**src/rtl/instruction_fetch_stage_pkg.sv**
```systemverilog
// Shared pipeline definitions for the fetch stage: width constants, the
// fetch FSM state encoding, the canonical NOP and a saturating counter helper.
package riscv_pipeline_pkg;

    localparam int XLEN = 64;
    localparam int ILEN = 32;

    // addi x0,x0,0 -- used as the IF/ID bubble
    localparam logic [ILEN-1:0] IF_NOP_INSTR = 32'h0000_0013;

    typedef enum logic [1:0] {
        FS_BOOT = 2'd0,
        FS_RUN  = 2'd1,
        FS_HALT = 2'd2
    } fetch_state_e;

    // Increment that sticks at all-ones instead of wrapping
    function automatic logic [31:0] sat_inc32(input logic [31:0] value);
        logic [31:0] result;
        if (value == 32'hFFFF_FFFF) begin
            result = value;
        end else begin
            result = value + 32'd1;
        end
        return result;
    endfunction

endpackage

```
**src/rtl/instruction_fetch_stage_if_id_register.sv**
```systemverilog
// IF/ID pipeline register. flush loads a bubble (pc 0, NOP, invalid) and
// wins over capture; capture loads a fetched instruction; otherwise hold.
module if_id_register
    import riscv_pipeline_pkg::*;
#(
    parameter logic [ILEN-1:0] NOP_INSTR = IF_NOP_INSTR
) (
    input  logic            clk,
    input  logic            reset_n,
    input  logic            capture,
    input  logic            flush,
    input  logic [XLEN-1:0] pc_in,
    input  logic [ILEN-1:0] instr_in,
    output logic [XLEN-1:0] if_id_pc,
    output logic [ILEN-1:0] if_id_instr,
    output logic            if_id_valid
);

    logic [XLEN-1:0] pc_q, pc_d;
    logic [ILEN-1:0] instr_q, instr_d;
    logic            valid_q, valid_d;

    // Next-state selection: bubble, load or hold
    always_comb begin
        pc_d    = pc_q;
        instr_d = instr_q;
        valid_d = valid_q;
        if (flush) begin
            pc_d    = 64'h0;
            instr_d = NOP_INSTR;
            valid_d = 1'b0;
        end else if (capture) begin
            pc_d    = pc_in;
            instr_d = instr_in;
            valid_d = 1'b1;
        end else begin
            pc_d    = pc_q;
            instr_d = instr_q;
            valid_d = valid_q;
        end
    end

    // Register the IF/ID contents; reset leaves a bubble
    always_ff @(posedge clk or negedge reset_n) begin
        if (!reset_n) begin
            pc_q    <= 64'h0;
            instr_q <= NOP_INSTR;
            valid_q <= 1'b0;
        end else begin
            pc_q    <= pc_d;
            instr_q <= instr_d;
            valid_q <= valid_d;
        end
    end

    assign if_id_pc    = pc_q;
    assign if_id_instr = instr_q;
    assign if_id_valid = valid_q;

endmodule

```
**src/rtl/instruction_fetch_stage.sv**
```systemverilog
// IF stage: owns the PC, presents it to instruction memory and feeds IF/ID.
// Priority per cycle once running: redirect > stall > advance. An all-zero
// fetch halts the stage until a redirect proves it was wrong-path.
// Optional: define IF_PERF_COUNTERS_EN to add saturating fetch/stall/flush
// counters on extra output ports.
module instruction_fetch_stage
    import riscv_pipeline_pkg::*;
#(
    parameter logic [XLEN-1:0] RESET_VECTOR = 64'h0,
    parameter logic [ILEN-1:0] NOP_INSTR    = IF_NOP_INSTR
) (
    input  logic            clk,
    input  logic            reset_n,
    input  logic            stall,
    input  logic            redirect,
    input  logic [XLEN-1:0] redirect_pc,
    input  logic [ILEN-1:0] instruction_in,
    output logic [XLEN-1:0] inst_address,
    output logic [XLEN-1:0] if_id_pc,
    output logic [ILEN-1:0] if_id_instr,
    output logic            if_id_valid,
    output logic            halted
`ifdef IF_PERF_COUNTERS_EN
    ,
    output logic [31:0]     perf_fetch_cnt,
    output logic [31:0]     perf_stall_cnt,
    output logic [31:0]     perf_flush_cnt
`endif
);

    fetch_state_e    state_q, state_d;
    logic [XLEN-1:0] pc_q, pc_d;
    logic            halted_q, halted_d;
    logic            capture_s;
    logic            bubble_s;
    logic            zero_fetch_s;
    logic [XLEN-1:0] target_pc_s;
    logic [1:0]      unused_redirect_lsbs_s;

    assign zero_fetch_s           = (instruction_in == 32'h0000_0000);
    assign target_pc_s            = {redirect_pc[XLEN-1:2], 2'b00};
    assign unused_redirect_lsbs_s = redirect_pc[1:0];

    // Fetch FSM next state, PC update and IF/ID control
    always_comb begin
        state_d   = state_q;
        pc_d      = pc_q;
        capture_s = 1'b0;
        bubble_s  = 1'b0;
        case (state_q)
            FS_BOOT: begin
                // One settling cycle after reset: nothing fetched, PC held
                state_d = FS_RUN;
            end
            FS_RUN: begin
                if (redirect) begin
                    pc_d     = target_pc_s;
                    bubble_s = 1'b1;
                end else if (stall) begin
                    pc_d = pc_q;
                end else if (zero_fetch_s) begin
                    state_d  = FS_HALT;
                    bubble_s = 1'b1;
                end else begin
                    pc_d      = pc_q + 64'd4;
                    capture_s = 1'b1;
                end
            end
            FS_HALT: begin
                if (redirect) begin
                    state_d  = FS_RUN;
                    pc_d     = target_pc_s;
                    bubble_s = 1'b1;
                end else if (stall) begin
                    pc_d = pc_q;
                end else begin
                    bubble_s = 1'b1;
                end
            end
            default: begin
                state_d  = FS_BOOT;
                pc_d     = RESET_VECTOR;
                bubble_s = 1'b1;
            end
        endcase
        halted_d = (state_d == FS_HALT);
    end

    // State, PC and halt flag registers
    always_ff @(posedge clk or negedge reset_n) begin
        if (!reset_n) begin
            state_q  <= FS_BOOT;
            pc_q     <= RESET_VECTOR;
            halted_q <= 1'b0;
        end else begin
            state_q  <= state_d;
            pc_q     <= pc_d;
            halted_q <= halted_d;
        end
    end

    assign inst_address = pc_q;
    assign halted       = halted_q;

    if_id_register #(
        .NOP_INSTR (NOP_INSTR)
    ) u_if_id (
        .clk         (clk),
        .reset_n     (reset_n),
        .capture     (capture_s),
        .flush       (bubble_s),
        .pc_in       (pc_q),
        .instr_in    (instruction_in),
        .if_id_pc    (if_id_pc),
        .if_id_instr (if_id_instr),
        .if_id_valid (if_id_valid)
    );

`ifdef IF_PERF_COUNTERS_EN
    logic [31:0] fetch_cnt_q, fetch_cnt_d;
    logic [31:0] stall_cnt_q, stall_cnt_d;
    logic [31:0] flush_cnt_q, flush_cnt_d;
    logic        active_s;

    assign active_s = (state_q != FS_BOOT);

    // Counter events: captures, plain stall cycles, redirects
    always_comb begin
        fetch_cnt_d = fetch_cnt_q;
        stall_cnt_d = stall_cnt_q;
        flush_cnt_d = flush_cnt_q;
        if (capture_s) begin
            fetch_cnt_d = sat_inc32(fetch_cnt_q);
        end else begin
            fetch_cnt_d = fetch_cnt_q;
        end
        if (active_s && stall && !redirect) begin
            stall_cnt_d = sat_inc32(stall_cnt_q);
        end else begin
            stall_cnt_d = stall_cnt_q;
        end
        if (active_s && redirect) begin
            flush_cnt_d = sat_inc32(flush_cnt_q);
        end else begin
            flush_cnt_d = flush_cnt_q;
        end
    end

    // Performance counter registers
    always_ff @(posedge clk or negedge reset_n) begin
        if (!reset_n) begin
            fetch_cnt_q <= 32'h0;
            stall_cnt_q <= 32'h0;
            flush_cnt_q <= 32'h0;
        end else begin
            fetch_cnt_q <= fetch_cnt_d;
            stall_cnt_q <= stall_cnt_d;
            flush_cnt_q <= flush_cnt_d;
        end
    end

    assign perf_fetch_cnt = fetch_cnt_q;
    assign perf_stall_cnt = stall_cnt_q;
    assign perf_flush_cnt = flush_cnt_q;
`endif

endmodule

```
**config.mk**
```make
export PLATFORM = sky130hd
export DESIGN_NAME = instruction_fetch_stage
export DESIGN_NICKNAME = d
export VERILOG_FILES = /design/src/rtl/instruction_fetch_stage_pkg.sv /design/src/rtl/instruction_fetch_stage_if_id_register.sv /design/src/rtl/instruction_fetch_stage.sv
export SDC_FILE = /design/constraint.sdc
export NUM_CORES = 1
export LEC_CHECK = 0
export ABC_AREA = 1
export BUFFER_PORTS_ARGS = -buffer_cell sky130_fd_sc_hd__buf_2
export CAP_MARGIN = 5
export CORE_UTILIZATION = 29
export DETAILED_ROUTE_END_ITERATION = 12
export GPL_TIMING_DRIVEN = 1
export SLEW_MARGIN = 0
export SYNTH_ARGS = -nofsm -noshare
export SYNTH_HDL_FRONTEND = slang
export SYNTH_HIERARCHICAL = 1
export SYNTH_SLANG_ARGS = --single-unit
```
**constraint.sdc**
```tcl
create_clock -name clk -period 5.3 [get_ports clk]
set_clock_uncertainty 0.2 [all_clocks]
set_input_delay 0.795 -clock clk [delete_from_list [all_inputs] [get_ports clk]]
set_output_delay 0.795 -clock clk [all_outputs]
set_load 0.02 [all_outputs]
```
# After elaboration in Yosys (flattened, before gate mapping)
# Index checks and enable logic that the tools add are counted.
classes:
  order_cmp: 0
  shift: 0
  n_addsub: 1
  n_div: 0
  eq_ne: 6
  bitwise_logic: 1
  n_reduce_logical: 4
  mux: 26
  multipliers: 0
ops:
  columns: ["operator", "n"]
  rows:
  - ["two-way mux 64 bit", 6]
  - ["case mux 64 bit (3 select lines)", 1]
  - ["adder 64 x 3 -> 64 bit (second input constant)", 1]
  - ["two-way mux 32 bit", 2]
  - ["logical NOT 32 bit", 1]
  - ["two-way mux 1 bit", 11]
  - ["two-way mux 2 bit", 4]
  - ["!= test 3 bit (second input constant)", 2]
  - ["case mux 2 bit (3 select lines)", 1]
  - ["== test 2 bit (second input constant)", 2]
  - ["AND reduction 4 bit", 1]
  - ["case mux 1 bit (3 select lines)", 1]
  - ["== test 2 x 1 -> 1 bit (second input constant)", 1]
  - ["logical NOT 2 bit", 1]
  - ["!= test 2 bit (second input constant)", 1]
  - ["nonzero test 2 bit", 1]
  - ["NOT 1 bit", 1]
totals:
  ram_bits: 0
  reg_bits: 164
  latch_bits: 0
  mem_count: 0
  rom_bits: 0
  word_cells: 44

# Depth between registers and ports, before layout
# Gate-level depths: netlist (run 1).
logic_depth:
  word_depth: 7
  depth_mapped: 14

# Modules after synthesis
# The synthesis (run 1) kept the hierarchy.
by_module_without_submodules:
  columns: ["mod", "instances", "area_per_inst_um2", "cells_per_inst"]
  rows:
  - ["instruction_fetch_stage", 1, 6145.9, 1089]
  - ["if_id_register", 1, 3861.2, 420]

# Worst setup path before layout (run 1)
# OpenSTA, ideal clock, no wires.
synth_timing:
  kind: "reg-to-reg"
  startpoint: "register state_q[0]"
  endpoint: "register u_if_id.pc_q[25], in the netlist u_if_id/if_id_pc[25]"
  n_path_buf: 4
  required_ps: 4983
  period_less_slack_ps: 2518
  arrival_time_ps: 2201
  path_slack_ps: 2782
  path_stages_with_launch: 12
  path_cell_list: "dfrtp_1 inv_1 ha_1 clkbuf_1 clkbuf_1 o21ai_0 a31oi_1 nor2_4 buf_4 buf_4 nand2_1 nand2_1"
synth_between:
  elab_chain_cells: 3
synth_lines:
  columns: ["item", "line", "rtl"]
  rows:
  - ["start: declaration", "instruction_fetch_stage.sv:31", "fetch_state_e state_q, state_d;"]
  - ["start signal: assignment", "instruction_fetch_stage.sv:96", "state_q <= state_d;"]
  - ["== test 2 bit (tied with other cells)", "instruction_fetch_stage.sv:50", "case (state_q)"]
  - ["case mux 1 bit (3 select lines) *", "instruction_fetch_stage.sv:50", null]
  - ["named net bubble_s", "instruction_fetch_stage.sv:35", "logic bubble_s;"]
  - ["two-way mux 64 bit or nonzero test 2 bit (tied branches)", null, null]
  - ["end signal: assignment", "instruction_fetch_stage_if_id_register.sv:50", "pc_q <= pc_d;"]
  - ["end: declaration", "instruction_fetch_stage_if_id_register.sv:19", "logic [XLEN-1:0] pc_q, pc_d;"]
# The timed path passes the listed nets; every way through them passes the cells marked *.
# A chain may end at the register's enable or synchronous reset.

# Worst setup path after layout (run 1)
layout_timing:
  startpoint: "input port redirect"
  endpoint: "register pc_q[8], in the netlist inst_address[8]"
layout_between:
  elab_chain_cells: 2
layout_lines:
  columns: ["item", "line", "rtl"]
  rows:
  - ["start: declaration", "instruction_fetch_stage.sv:15", "input logic redirect,"]
  - ["!= test 3 bit (no source line) (tied with other cells)", null, null]
  - ["AND reduction 4 bit (no source line) or case mux 64 bit (3 select lines) (tied branches)", null, null]
  - ["end signal: assignment", "instruction_fetch_stage.sv:97", "pc_q <= pc_d;"]
  - ["end: declaration", "instruction_fetch_stage.sv:32", "logic [XLEN-1:0] pc_q, pc_d;"]
# Several ways; a longest one is shown, not always the timed one.

==> results.sh, run 1 <==
export IMPL_powerDensity_nw_per_um2=283
export IMPL_drt_iter0_drc=764
export IMPL_syn_inst=1509
export IMPL_reg2reg_to="inst_address[8]"
export IMPL_max_slew_margin_pct=31.1
export IMPL_crit_slowest_cell="nor2_8"
export IMPL_path_cells="buf_2 -> inv_2 -> nand2_2 -> inv_2 -> nand2_1 -> nand2_2 -> nor2_8 -> inv_2 -> o21ai_0"
export IMPL_timing_rr_start="state_q[0]"
export IMPL_ant_nets=0
export IMPL_routed_wl_mm=37.7
export IMPL_viasPerCell=4.80
export IMPL_critical_path_top_delay_family="simple AND/OR/NAND/NOR gates"
export IMPL_grt_max_degree=93
export IMPL_worstMarginPinSlew_ns=1.03
export IMPL_insertion_delay_ns=0.44
export IMPL_antenna_found_initial=5
export IMPL_rows=67
export IMPL_max_freq_ghz=0.274
export IMPL_seq_area_um2=4060
export IMPL_ff2ff_setup_slack_ns=1.76
export IMPL_yosysUniqueCellTypes=44
export IMPL_grt_overflow=0
export IMPL_yosysWarningCount=6
export IMPL_root_buffer="clkbuf_16"
export IMPL_setup_tns_final_ns=0
export IMPL_status="finished clean"
export IMPL_crit_end="inst_address[8]"
export IMPL_portBuffers=257
export IMPL_io_pins=262
export IMPL_dieArea_um2=35300
export IMPL_grt_pass1_vias=9830
export IMPL_irDropWorstVdd_uv=215
export IMPL_gp_congestion=0.917
export IMPL_hold_class="input port to async pin"
export IMPL_synth_top_flop_cell="dfrtp_1"
export IMPL_n_fill_cell=3669
export IMPL_ys_ff_latch=162
export IMPL_drive_above_1_share_pct=20.5
export IMPL_cp_depth=9
export IMPL_setup_viol=0
export IMPL_arrival_ns=3.80
export IMPL_synth_edff_count=0
export IMPL_postCtsSetupRepairBufs=0
export IMPL_holdBufCountCts=0
export IMPL_hold_viol=0
export IMPL_max_clock_path_buffers=2
export IMPL_core_area_um2=33800
export IMPL_async_flop_share_pct=100
export IMPL_cp_start_kind="input port"
export IMPL_path_max_fanout=54
export IMPL_cts_buffers=17
export IMPL_cts_tree="built"
export IMPL_cp_end_kind="register"
export IMPL_reg2reg_depth=10
export IMPL_track_usage_pct=21.3
export IMPL_startpoint="redirect"
export IMPL_clkSinkCount=162
export IMPL_ctsResizeCount=0
export IMPL_leakage_nw=6.79
export IMPL_layout_min_cycle_time_ns=3.66
export IMPL_crit_type="input port to register"
export IMPL_hpwl_mm=27.7
export IMPL_initial_utilization_pct=29.6
export IMPL_p_total_w=0.00343
export IMPL_dr_pass1_iters=5
export IMPL_vias=10600
export IMPL_cts_htree_levels=4
export IMPL_cp_required_ns=5.45
export IMPL_die_h_um=188
export IMPL_wl_per_cell_um=17.1
export IMPL_multi_input_area_um2=5160
export IMPL_drc=0
export IMPL_worst_path_most_repeated_cell="inv_2"
export IMPL_min_period_over_period_pct=69.0
export IMPL_maxCapViolations=0
export IMPL_grt_pass1_wl_mm=57.7
export IMPL_area_growth_pct=21.3
export IMPL_ys_seq_area_share_pct=40.5
export IMPL_fin_nets=1843
export IMPL_slew_violations=0
export IMPL_syn_cell_area_um2=10000
export IMPL_path_buf_inv=4
export IMPL_syn_avg_cell_area_um2=6.63
export IMPL_rsz0062_at_grt="no"
export IMPL_clkTransAtPathRegs_ns=0.07
export IMPL_die_w_um=188
export IMPL_critPathMaxStageDelay_ns=0.92
## power by group
part	switching, W	internal [W]
clock	0.000571	0.000650
combinational	0.000479	0.000221
sequential	0.000174	0.00134
## flip-flops by register name, indices dropped and copies added (netlist names)
signal               count
inst_address            62
state_q                  2
u_if_id/if_id_instr     32
u_if_id/if_id_pc        64
u_if_id/if_id_valid      1
halted                   1
## stage by stage
stage          setup WS, ns  cells  area [µm²]  util [%]  hold WS [ns]
2_1_floorplan          2.78   1512       10000         -         0.299
3_3_place_gp           1.22   2167       11600      34.2         0.249
3_5_place_dp           1.19   2167       11600      34.2         0.254
4_1_cts                1.64   2199       12100      35.9         0.270
5_1_grt                1.42   2199       12100      35.9         0.279
6_report               1.64   2202       12100      35.9         0.221
## cell usage after synthesis, drive strengths merged (2+ instances only)
cell type	instances	area share (%)
a2bb2oi	3	0.26
dfstp	3	0.79
a32o	3	0.30
ha	5	0.63
nand3	157	8.0
nor2	176	8.1
nand3b	3	0.23
dfrtp	159	40
clkinv	2	0.075
a31oi	5	0.31
a21oi	17	0.85
a21boi	5	0.38
nand4	7	0.44
nand2	722	28
nor3	6	0.35
o211ai	5	0.38
clkbuf	18	0.98
inv	104	3.9
buf	43	3.1
o21ai	56	2.8
## per-layer routing
metal  global-route usage, %  vias up  part of all wire (%)
met5                       0        -                 0.066
met2                    34.0      406                    46
met4                    7.41        4                   2.5
li1                        -     5191                     -
met3                    5.00       54                   7.7
met1                    28.1     4906                    44
## cell usage in the layout (no fill, tap or decap), drive strengths merged, types with 3 or more instances in the layout
cell type	n
ha	5
nand3	157
a2bb2oi	3
diode	3
inv	109
o211ai	5
nand4	7
nand2	722
a21boi	5
a31oi	5
nand3b	3
dfrtp	159
nor3	6
clkinv	5
buf	269
a32o	3
nor2	176
a21oi	17
clkbuf	21
dfstp	3
clkinvlp	3
o21ai	56
conb	4
## worst min path at each step
stage,endpoint
after detailed placement,u_if_id/if_id_instr[20]
after CTS,u_if_id/if_id_instr[1]
after global placement,u_if_id/if_id_instr[23]
after floorplan,halted
after global routing,u_if_id/if_id_pc[31]
final,u_if_id/if_id_pc[60]
## cell families (layout without fill, tap and decap cells)
| kind of cell | count (synthesis) | after routing | synth area share, % |
|---|---|---|---|
| AO/OA/AOI/OAI | 98 | 98 | 5.60 |
| XOR/XNOR | 1 | 1 | 0.0875 |
| adder cells (fa/ha/maj) | 5 | 5 | 0.625 |
| buffers and inverters | 168 | 407 | 8.10 |
| flip-flops | 162 | 162 | 40.5 |
| other | 1 | 7 | 0.0375 |
| AND/OR/NAND/NOR | 1074 | 1074 | 45.0 |
## worst reg2reg max path, cell delays in order (launching register included)
cell     delay, ns
dfrtp_1       0.39
inv_1         0.09
ha_1          0.19
buf_4         0.29
nand2_1       0.17
nand2_1       0.07
inv_1         0.07
nand2_2       0.58
nor2_8        0.93
inv_2         0.24
o21ai_0       0.23
## cell type report
| cell class | count | area share [%] |
|---|---|---|
| Timing Repair Buffer | 269 | 11.5 |
| Clock inverter | 11 | 0.783 |
| Clock buffer | 21 | 3.87 |
| Multi-Input combinational cell | 1182 | 42.5 |
| Antenna cell | 3 | 0.0618 |
| Sequential cell | 162 | 33.4 |
| Inverter | 106 | 3.28 |
| Tap cell | 448 | 4.62 |
(Power assumes the default switching activity.)
==> inputs of run 2 (changes only) <==
==> constraint.sdc (replaced) <==
create_clock -name clk -period 3.37 [get_ports clk]
set_clock_uncertainty 0.2 [all_clocks]
set_input_delay 0.5055 -clock clk [delete_from_list [all_inputs] [get_ports clk]]
set_output_delay 0.5055 -clock clk [all_outputs]
set_load 0.02 [all_outputs]
==> run 2 against run 1 <==
Effect of this change: worst setup slack lost 0.95 ns; clock-buffer cell count shrank 3; sequential share of layout area shrank 0.17 points; global-route usage grew 0.24 points; first-iteration DRC count is the same; final cell count grew 0.18%; non-clock buffer count grew 4; largest power group unchanged; core utilization grew 0.19 points; largest cell class unchanged; sequential cell count is the same.
==> results.sh, run 2 (synthesized netlist as in run 1, its figures left out) <==
export IMPL_hold_class="input port to register"
export IMPL_worstMarginPinSlew_ns=0.842
export IMPL_drt_iter0_drc=764
export IMPL_dr_pass1_iters=6
export IMPL_rows=67
export IMPL_crit_type="register to register"
export IMPL_crit_slowest_cell="nor2_8"
export IMPL_grt_max_degree=98
export IMPL_root_buffer="clkbuf_16"
export IMPL_setup_viol=0
export IMPL_max_slew_margin_pct=43.8
export IMPL_postCtsSetupRepairBufs=0
export IMPL_initial_utilization_pct=29.6
export IMPL_cp_end_kind="register"
export IMPL_wl_per_cell_um=17.1
export IMPL_core_area_um2=33800
export IMPL_path_buf_inv=3
export IMPL_rsz0062_at_grt="no"
export IMPL_ctsResizeCount=0
export IMPL_fin_nets=1847
export IMPL_crit_end="inst_address[25]"
export IMPL_holdWs_ns=0.107
export IMPL_timing_rr_start="state_q[1]"
export IMPL_cp_depth=9
export IMPL_track_usage_pct=21.6
export IMPL_startpoint="state_q[1]"
export IMPL_grt_pass1_vias=9948
export IMPL_dieArea_um2=35300
export IMPL_reg2reg_depth=9
export IMPL_viasPerCell=4.80
export IMPL_leakage_nw=6.83
export IMPL_path_max_fanout=54
export IMPL_final_cell_mix="704 x nand2_1, 256 x buf_2, 159 x dfrtp_1"
export IMPL_grt_pass1_wl_mm=58.5
export IMPL_powerDensity_nw_per_um2=443
export IMPL_n_fill_cell=3658
export IMPL_insertion_delay_ns=0.45
export IMPL_layout_min_cycle_time_ns=2.68
export IMPL_maxCapViolations=0
export IMPL_ff2ff_setup_slack_ns=0.69
export IMPL_max_clock_path_buffers=2
export IMPL_status="finished clean"
export IMPL_setup_tns_final_ns=0
export IMPL_max_freq_ghz=0.374
export IMPL_clkSinkCount=162
export IMPL_portBuffers=257
export IMPL_vias=10600
export IMPL_holdBufCountCts=1
export IMPL_antenna_found_initial=6
export IMPL_cts_htree_levels=4
export IMPL_slew_violations=0
export IMPL_layout_commonest_cell="nand2_1"
export IMPL_cp_required_ns=3.51
export IMPL_irDropWorstVdd_uv=352
export IMPL_cts_tree="built"
export IMPL_area_growth_pct=22.0
export IMPL_hpwl_mm=27.9
export IMPL_die_h_um=188
export IMPL_hold_viol=0
export IMPL_post_route_util_pct=36.1
export IMPL_gp_congestion=0.900
export IMPL_cp_start_kind="register"
export IMPL_arrival_ns=2.82
export IMPL_drc=0
export IMPL_cts_buffers=17
export IMPL_critPathMaxStageDelay_ns=0.65
export IMPL_io_pins=262
export IMPL_path_cells="inv_1 -> ha_1 -> nand2_2 -> inv_2 -> nand2_1 -> nand2_2 -> nor2_8 -> inv_2 -> o21ai_0"
export IMPL_ant_nets=0
export IMPL_largest_reg_flops=64
export IMPL_routed_wl_mm=37.8
export IMPL_reg2reg_to="inst_address[25]"
export IMPL_die_w_um=188
export IMPL_critical_path_top_delay_family="simple AND/OR/NAND/NOR gates"
export IMPL_drive_above_1_share_pct=20.6
export IMPL_clkTransAtPathRegs_ns=0.07
export IMPL_grt_overflow=0
export IMPL_min_period_over_period_pct=79.4
[run 2: report_power, final]
group	total (W)	internal [W]	switching, W
Sequential	0.00237	0.00210	0.000272
Clock	0.00191	0.000987	0.000926
Combinational	0.00111	0.000356	0.000757
Total	0.00540	0.00345	0.00195
[run 2: cell type report]
type                       instances  area, µm²  area share, %
timing repair buffer             273       1470           12.0
clock inverter                    14        119          0.974
tap                              448        561           4.59
clock buffer                      18        439           3.60
antenna                            3       7.51         0.0615
multi-input combinational       1182       5160           42.3
inverter                         106        398           3.26
sequential                       162       4060           33.2
[run 2: metal layers]
metal / vias to the layer above / global-route usage (%) / part of all wire [%]
met1: 4961 / 28.8 / 45
met2: 365 / 34.7 / 46
met5: - / 0 / 0.053
met3: 55 / 4.66 / 6.8
met4: 4 / 6.85 / 2.4
li1: 5194 / - / -
[run 2: worst min-delay path by stage]
stage / to / start / cells after the start / slack (ns)
floorplan: halted / reset_n / 0 / 0.01
global placement: u_if_id/if_id_instr[5] / reset_n / 1 / 0.22
CTS: u_if_id/if_id_instr[4] / instruction_in[4] / 3 / 0.08
detailed placement: u_if_id/if_id_instr[5] / reset_n / 1 / 0.22
global route: u_if_id/if_id_instr[27] / instruction_in[27] / 3 / 0.09
finish: u_if_id/if_id_instr[27] / instruction_in[27] / 3 / 0.11
[run 2: worst register-to-register path, delay by kind of cell (launching register included)]
family | cells | cell delay (ns)
compound gates | 1 | 0.25
fa+ha+maj | 1 | 0.21
flops | 1 | 0.38
simple gates | 4 | 1.16
buf+inv | 3 | 0.40
[run 2: through the flow]
step / std cells / worst slack (ns) / power, W / area (µm²)
after floorplan: 1512 / 0.852 / 0.00301 / 10000
after global placement: 2170 / 0.583 / 0.00351 / 11600
after detailed placement: 2170 / 0.546 / 0.00353 / 11600
after CTS: 2203 / 0.687 / 0.00546 / 12200
after global routing: 2203 / 0.460 / 0.00569 / 12200
final: 2206 / 0.693 / 0.00540 / 12200
